--- src/rtl/rom_port_arbiter.sv ---
// Two-port arbiter in front of a single combinational program ROM.
// Fetch (F_*) and data (D_*) requesters share one ROM access per cycle;
// ties are broken round-robin. Each port owns a one-entry registered
// response slot with a valid/ready handshake. Out-of-range addresses
// return zero data, set the response error flag and bump a saturating
// error counter.
module rom_port_arbiter #(
  parameter int unsigned ADDR_W = 8,
  parameter int unsigned DATA_W = 16,
  parameter int unsigned DEPTH  = 8,
  parameter int unsigned CNT_W  = 8
) (
  input  logic              CLK,
  input  logic              RESET,
  // fetch port
  input  logic              F_REQ,
  input  logic [ADDR_W-1:0] F_ADDR,
  output logic              F_GNT,
  output logic              F_RVALID,
  output logic [DATA_W-1:0] F_RDATA,
  output logic              F_RERR,
  input  logic              F_RREADY,
  // data port
  input  logic              D_REQ,
  input  logic [ADDR_W-1:0] D_ADDR,
  output logic              D_GNT,
  output logic              D_RVALID,
  output logic [DATA_W-1:0] D_RDATA,
  output logic              D_RERR,
  input  logic              D_RREADY,
  // ROM side
  output logic [ADDR_W-1:0] ROM_ADDRESS,
  input  logic [DATA_W-1:0] ROM_VALUE,
  output logic [CNT_W-1:0]  ERR_COUNT
);

  // One extra bit so DEPTH == 2^ADDR_W still compares correctly.
  localparam logic [ADDR_W:0]  DepthExt = (ADDR_W + 1)'(DEPTH);
  localparam logic [CNT_W-1:0] CntMax   = '1;

  logic              f_elig, d_elig;
  logic              f_win, d_win;
  logic [ADDR_W-1:0] rom_addr;
  logic              oob;
  logic [DATA_W-1:0] resp_data;

  // last_d_q = 1 means the data port won the most recent grant.
  logic              last_d_q, last_d_d;
  logic              f_rvalid_q, f_rvalid_d;
  logic [DATA_W-1:0] f_rdata_q, f_rdata_d;
  logic              f_rerr_q, f_rerr_d;
  logic              d_rvalid_q, d_rvalid_d;
  logic [DATA_W-1:0] d_rdata_q, d_rdata_d;
  logic              d_rerr_q, d_rerr_d;
  logic [CNT_W-1:0]  err_cnt_q, err_cnt_d;

  // Eligibility, round-robin winner selection and ROM address mux.
  always_comb begin
    f_elig = F_REQ & (~f_rvalid_q | F_RREADY);
    d_elig = D_REQ & (~d_rvalid_q | D_RREADY);
    f_win  = 1'b0;
    d_win  = 1'b0;
    if (!RESET) begin
      if (f_elig && d_elig) begin
        f_win = last_d_q;
        d_win = ~last_d_q;
      end else begin
        f_win = f_elig;
        d_win = d_elig;
      end
    end
    if (f_win) begin
      rom_addr = F_ADDR;
    end else if (d_win) begin
      rom_addr = D_ADDR;
    end else begin
      rom_addr = '0;
    end
    oob       = ({1'b0, rom_addr} >= DepthExt);
    resp_data = oob ? '0 : ROM_VALUE;
  end

  // Next state of the response slots, round-robin pointer and error counter.
  always_comb begin
    f_rvalid_d = f_rvalid_q;
    f_rdata_d  = f_rdata_q;
    f_rerr_d   = f_rerr_q;
    d_rvalid_d = d_rvalid_q;
    d_rdata_d  = d_rdata_q;
    d_rerr_d   = d_rerr_q;
    last_d_d   = last_d_q;
    err_cnt_d  = err_cnt_q;

    // A grant on a draining slot refills it directly: no bubble.
    if (f_win) begin
      f_rvalid_d = 1'b1;
      f_rdata_d  = resp_data;
      f_rerr_d   = oob;
    end else if (f_rvalid_q && F_RREADY) begin
      f_rvalid_d = 1'b0;
    end

    if (d_win) begin
      d_rvalid_d = 1'b1;
      d_rdata_d  = resp_data;
      d_rerr_d   = oob;
    end else if (d_rvalid_q && D_RREADY) begin
      d_rvalid_d = 1'b0;
    end

    if (f_win) begin
      last_d_d = 1'b0;
    end else if (d_win) begin
      last_d_d = 1'b1;
    end

    if ((f_win || d_win) && oob && (err_cnt_q != CntMax)) begin
      err_cnt_d = err_cnt_q + CNT_W'(1);
    end
  end

  // State registers; reset leaves LAST = D so fetch wins the first tie.
  always_ff @(posedge CLK or posedge RESET) begin
    if (RESET) begin
      f_rvalid_q <= 1'b0;
      f_rdata_q  <= '0;
      f_rerr_q   <= 1'b0;
      d_rvalid_q <= 1'b0;
      d_rdata_q  <= '0;
      d_rerr_q   <= 1'b0;
      last_d_q   <= 1'b1;
      err_cnt_q  <= '0;
    end else begin
      f_rvalid_q <= f_rvalid_d;
      f_rdata_q  <= f_rdata_d;
      f_rerr_q   <= f_rerr_d;
      d_rvalid_q <= d_rvalid_d;
      d_rdata_q  <= d_rdata_d;
      d_rerr_q   <= d_rerr_d;
      last_d_q   <= last_d_d;
      err_cnt_q  <= err_cnt_d;
    end
  end

  assign F_GNT       = f_win;
  assign D_GNT       = d_win;
  assign ROM_ADDRESS = rom_addr;
  assign F_RVALID    = f_rvalid_q;
  assign F_RDATA     = f_rdata_q;
  assign F_RERR      = f_rerr_q;
  assign D_RVALID    = d_rvalid_q;
  assign D_RDATA     = d_rdata_q;
  assign D_RERR      = d_rerr_q;
  assign ERR_COUNT   = err_cnt_q;

endmodule

--- config.mk ---
export PLATFORM = sky130hd
export DESIGN_NAME = rom_port_arbiter
export DESIGN_NICKNAME = d
export VERILOG_FILES = /design/src/rtl/rom_port_arbiter.sv
export SDC_FILE = /design/constraint.sdc
export NUM_CORES = 1
export LEC_CHECK = 0
export CORE_MARGIN = 2
export CORE_UTILIZATION = 25
export CTS_CLUSTER_DIAMETER = 40
export CTS_CLUSTER_SIZE = 30
export DETAILED_ROUTE_END_ITERATION = 16
export PLACE_DENSITY = 0.61
export SLEW_MARGIN = 20
export SYNTH_ARGS = -nofsm -noshare
export SYNTH_HDL_FRONTEND = slang
export SYNTH_SLANG_ARGS = --single-unit
--- constraint.sdc ---
create_clock -name CLK -period 1.9 [get_ports CLK]
set_input_delay 0.19 -clock CLK [delete_from_list [all_inputs] [get_ports CLK]]
set_output_delay 0.19 -clock CLK [all_outputs]
set_load 0.01 [all_outputs]
==> flow_summary_export.csv, run 1 <==
group,metric,value,unit
timing,setup_viol,47,
global_routing,grt.overflow.total,0,
power,p_clk_share,15.2,%
global_routing,grt_max_degree,34,
synth,avgSynthCellArea,9.163,µm²
floorplan,start_util,25.46,%
finish,diodes,0,
setup_path,crit_chain,"nand2b_4 > o211ai_4 > buf_6 > buf_6 > o32ai_4 > nor3_4 > buf_6 > a21oi_4 > mux2_4",
drt,post_drt_wl_per_cell,14.22,µm
drt,vias,2095,
flow_run,cap_violations,0,
global_routing,grt_pass1_vias,2118,
synth,ys_top_cells_by_area,"dfrtp_1 (53%), nand2_1 (14%), o21ai_1 (7.0%)",
setup_path,startpoint_type,"register",
drt,route.detailed.drc,0,
placed_design,place_hpwl,4.548,mm
timing,drv_slew,0,
clocking,clock_path_buffers,2,
floorplan,floorplan.die_area,9027,µm²
synth,yosysMostFrequentCell,"nand2_1",
timing,timing.final.crit_share,110.2,%
clocking,clock_latency,300,ps
power,p_per_area,1004,nW/µm²
clocking,htreeDepth,2,
status,failed_checks,"negative setup slack",
setup_path,slowest_delay,560,ps
power,seq_power_share,37.6,%
status,outcome,"complete, but fails checks",
setup_path,crit_top_cell,"buf_6",
synth,synth_flop_cell,"dfrtp_1",
placed_design,port_buffers,91,
setup_path,cp_max_fo,5,
clocking,root_buffer,"clkbuf_8",
timing,layout_setup_ws,-192.9,ps
timing,rsz0062_at_grt,"true",
setup_path,reg2regPathDepth,9,
timing,clock_skew,6.068,ps
finish,stdcell_count,465,
clocking,cts.sinks,45,
synth,synth-seq-area-share,54.44,%
clocking,cts_made_buffers,5,
drt,via_per_inst,4.505,
placed_design,placed_cells,442,
setup_path,crit_required,2080,ps
drt,firstDrtPassIters,4,
power,p_int,2523,µW
power,total_leakage_power,0.001639,µW
finish,drive_gt1_share,31.94,%
placed_design,place_congestion,0.7867,
finish,area_growth,84.53,%
floorplan,fp-row-count,33,
synth,ys_types,33,
clocking,cts_tree,"yes",
power,p_sw,1315,µW
synth,synth_seq_cells,45,
synth,synth_edf_count,0,
timing,fin_hold_ws,291.3,ps
floorplan,die_h,95.01,µm
power,power_frac_comb,47.2,%
synth,yosys.area.top_type,"dfrtp_1",
hold_path,hold_class,"input pin to asynchronous set/reset pin",
clocking,cts_hold_buf,0,
floorplan,die_w,95.01,µm
drt,drt-initial-drc-count,87,
setup_path,endpoint_kind,"register",
synth,synth_top_area_share,53.17,%
setup_path,criticalPathCategory,"register to register",
global_routing,antenna_found_initial,0,
synth,syn-num-nets,265,
timing,tns,-4125,ps
synth,yosys_warnings,0,
synth,syn-cell-area,2071,µm²
power,p_sw_share,34.27,%
drt,totalWireLength,6.611,mm
finish,fin_nets,398,
floorplan,ios,92,
setup_path,arrival,2280,ps
setup_path,slowest_stage,"dfstp_2",
synth,syn-instance-count,226,
floorplan,fp.coreArea,8134,µm²
timing,min_period,2093,ps
global_routing,grt_pass1_wl,10.52,mm
power,max-vdd-ir-drop,0.0003561,V
power,finalPower,3838,µW
timing,fmax,0.4778,GHz
finish,nFillCells,796,
synth,synthTopCellsByCount,"nand2_1 (79), dfrtp_1 (44), o21ai_1 (29), clkbuf_1 (8)",
timing,slew_headroom,75.80,%
global_routing,track_usage,14.93,%
drt,final_antenna_net_count,0,
timing,finalHoldViolCount,0,
clocking,clk_pin_slew,80,ps
timing,worstMarginPinSlew,363.0,ps
synth,synthArstFlopShare,100.0,%
path summary, 6_finish.rpt:
path / from / endpoint / slack [ps]
min: RESET / ERR_COUNT[7]$_DFFE_PP0P_ / 290
max reg2reg: last_d_q$_DFFE_PP1N_ / ERR_COUNT[7]$_DFFE_PP0P_ / -190
min reg2reg: D_RDATA[10]$_DFFE_PP0N_ / D_RDATA[10]$_DFFE_PP0N_ / 480
min in group CLK: ROM_VALUE[15] / D_RDATA[15]$_DFFE_PP0N_ / 470
max in group asynchronous: RESET / last_d_q$_DFFE_PP1N_ / 1180
max: last_d_q$_DFFE_PP1N_ / ERR_COUNT[7]$_DFFE_PP0P_ / -190
stage by stage:
stage | setup slack [ps] | cell area [µm²] | util [%]
detailed placement | -405.1 | 3412 | 41.95
CTS | -224.4 | 3657 | 44.96
global placement | -398.0 | 3412 | 41.95
global route | -255.3 | 3821 | 46.98
floorplan | -93.66 | 2185 | -
finish | -192.9 | 3821 | 46.98
registers in the layout, summed over array words and instances, names as in the netlist:
register	cells
D_RERR	1
D_RDATA	16
F_RERR	1
last_d_q	1
ERR_COUNT	8
F_RVALID	1
F_RDATA	16
D_RVALID	1
cells in the final DEF, fill, tap and decap left out, types with 4 or more instances in the layout:
| cell type | netlist | routed |
|---|---|---|
| dfrtp_1 | 44 | 44 |
| nand2_1 | 79 | 77 |
| nand2b_4 | 0 | 4 |
| clkdlybuf4s50_1 | 0 | 81 |
| o21ai_1 | 29 | 13 |
| o21ai_2 | 0 | 21 |
| clkbuf_8 | 0 | 5 |
| buf_6 | 0 | 14 |
| buf_2 | 3 | 7 |
| nand3_1 | 4 | 4 |
| buf_4 | 0 | 33 |
logic make-up after synthesis:
family,after synthesis,synth area share [%]
xor+xnor,2,0.8461
compound gates,60,19.82
simple gates,98,19.76
fa+ha+maj,1,0.6041
buf+inv,18,3.444
mux,2,1.088
flops,45,54.44
power by group through the flow:
stage,sequential (µW),combinational (µW),clock [µW]
global route,1480,1970,662
finish,1440,1810,584
CTS,1440,1700,610
detailed placement,1450,1570,0
global placement,1450,1540,0
floorplan,1560,549,0
repair_timing:
action	4_1_cts	5_1_grt
pin swaps	14	9
endpoints found under the setup margin	52	52
setup buffers	13	1
cloned	0	1
resized for setup	72	33
layout make-up:
cell class	instances	area, µm²	share of cell area [%]
flip-flops and latches	45	1127	29.50
multi-input cells	163	1151	30.12
clock inverters	1	7.507	0.1965
inverters	7	31.28	0.8186
well taps	105	131.4	3.438
repair buffers	137	1296	33.92
clock buffers	7	76.32	1.997
worst max-delay path: cells and delay by family, from the launching register on:
kind	cells	cell delay (ps)
AO/OA/AOI/OAI	3	480
AND/OR/NAND/NOR	2	250
flip-flops	1	560
multiplexers	1	310
buffers and inverters	3	400
metal layers:
layer | global-route usage (%) | vias up | wire length (µm)
met1 | 19.47 | 986 | 2863
li1 | - | 1035 | -
met2 | 24.23 | 68 | 3201
met5 | 0 | - | 0
met3 | 4.822 | 6 | 488
met4 | 3.382 | 0 | 57
No activity file was read; power rests on OpenSTA's default activity.
==> run 2: changes to the inputs <==
--- a/config.mk
+++ b/config.mk
@@ -8,7 +8,7 @@
 export CORE_MARGIN = 2
 export CORE_UTILIZATION = 25
 export CTS_CLUSTER_DIAMETER = 40
-export CTS_CLUSTER_SIZE = 30
+export CTS_CLUSTER_SIZE = 8
 export DETAILED_ROUTE_END_ITERATION = 16
 export PLACE_DENSITY = 0.61
 export SLEW_MARGIN = 20
==> results of run 2 <==
No change in the layout: final DEF, timing and power equal those of run 1.
==> run 3: changes to the inputs <==
--- a/config.mk
+++ b/config.mk
@@ -11,7 +11,6 @@
 export CTS_CLUSTER_SIZE = 8
 export DETAILED_ROUTE_END_ITERATION = 16
 export PLACE_DENSITY = 0.61
-export SLEW_MARGIN = 20
 export SYNTH_ARGS = -nofsm -noshare
 export SYNTH_HDL_FRONTEND = slang
 export SYNTH_SLANG_ARGS = --single-unit
==> results of run 3 <==
No change in the layout: final DEF, timing and power equal those of run 1.
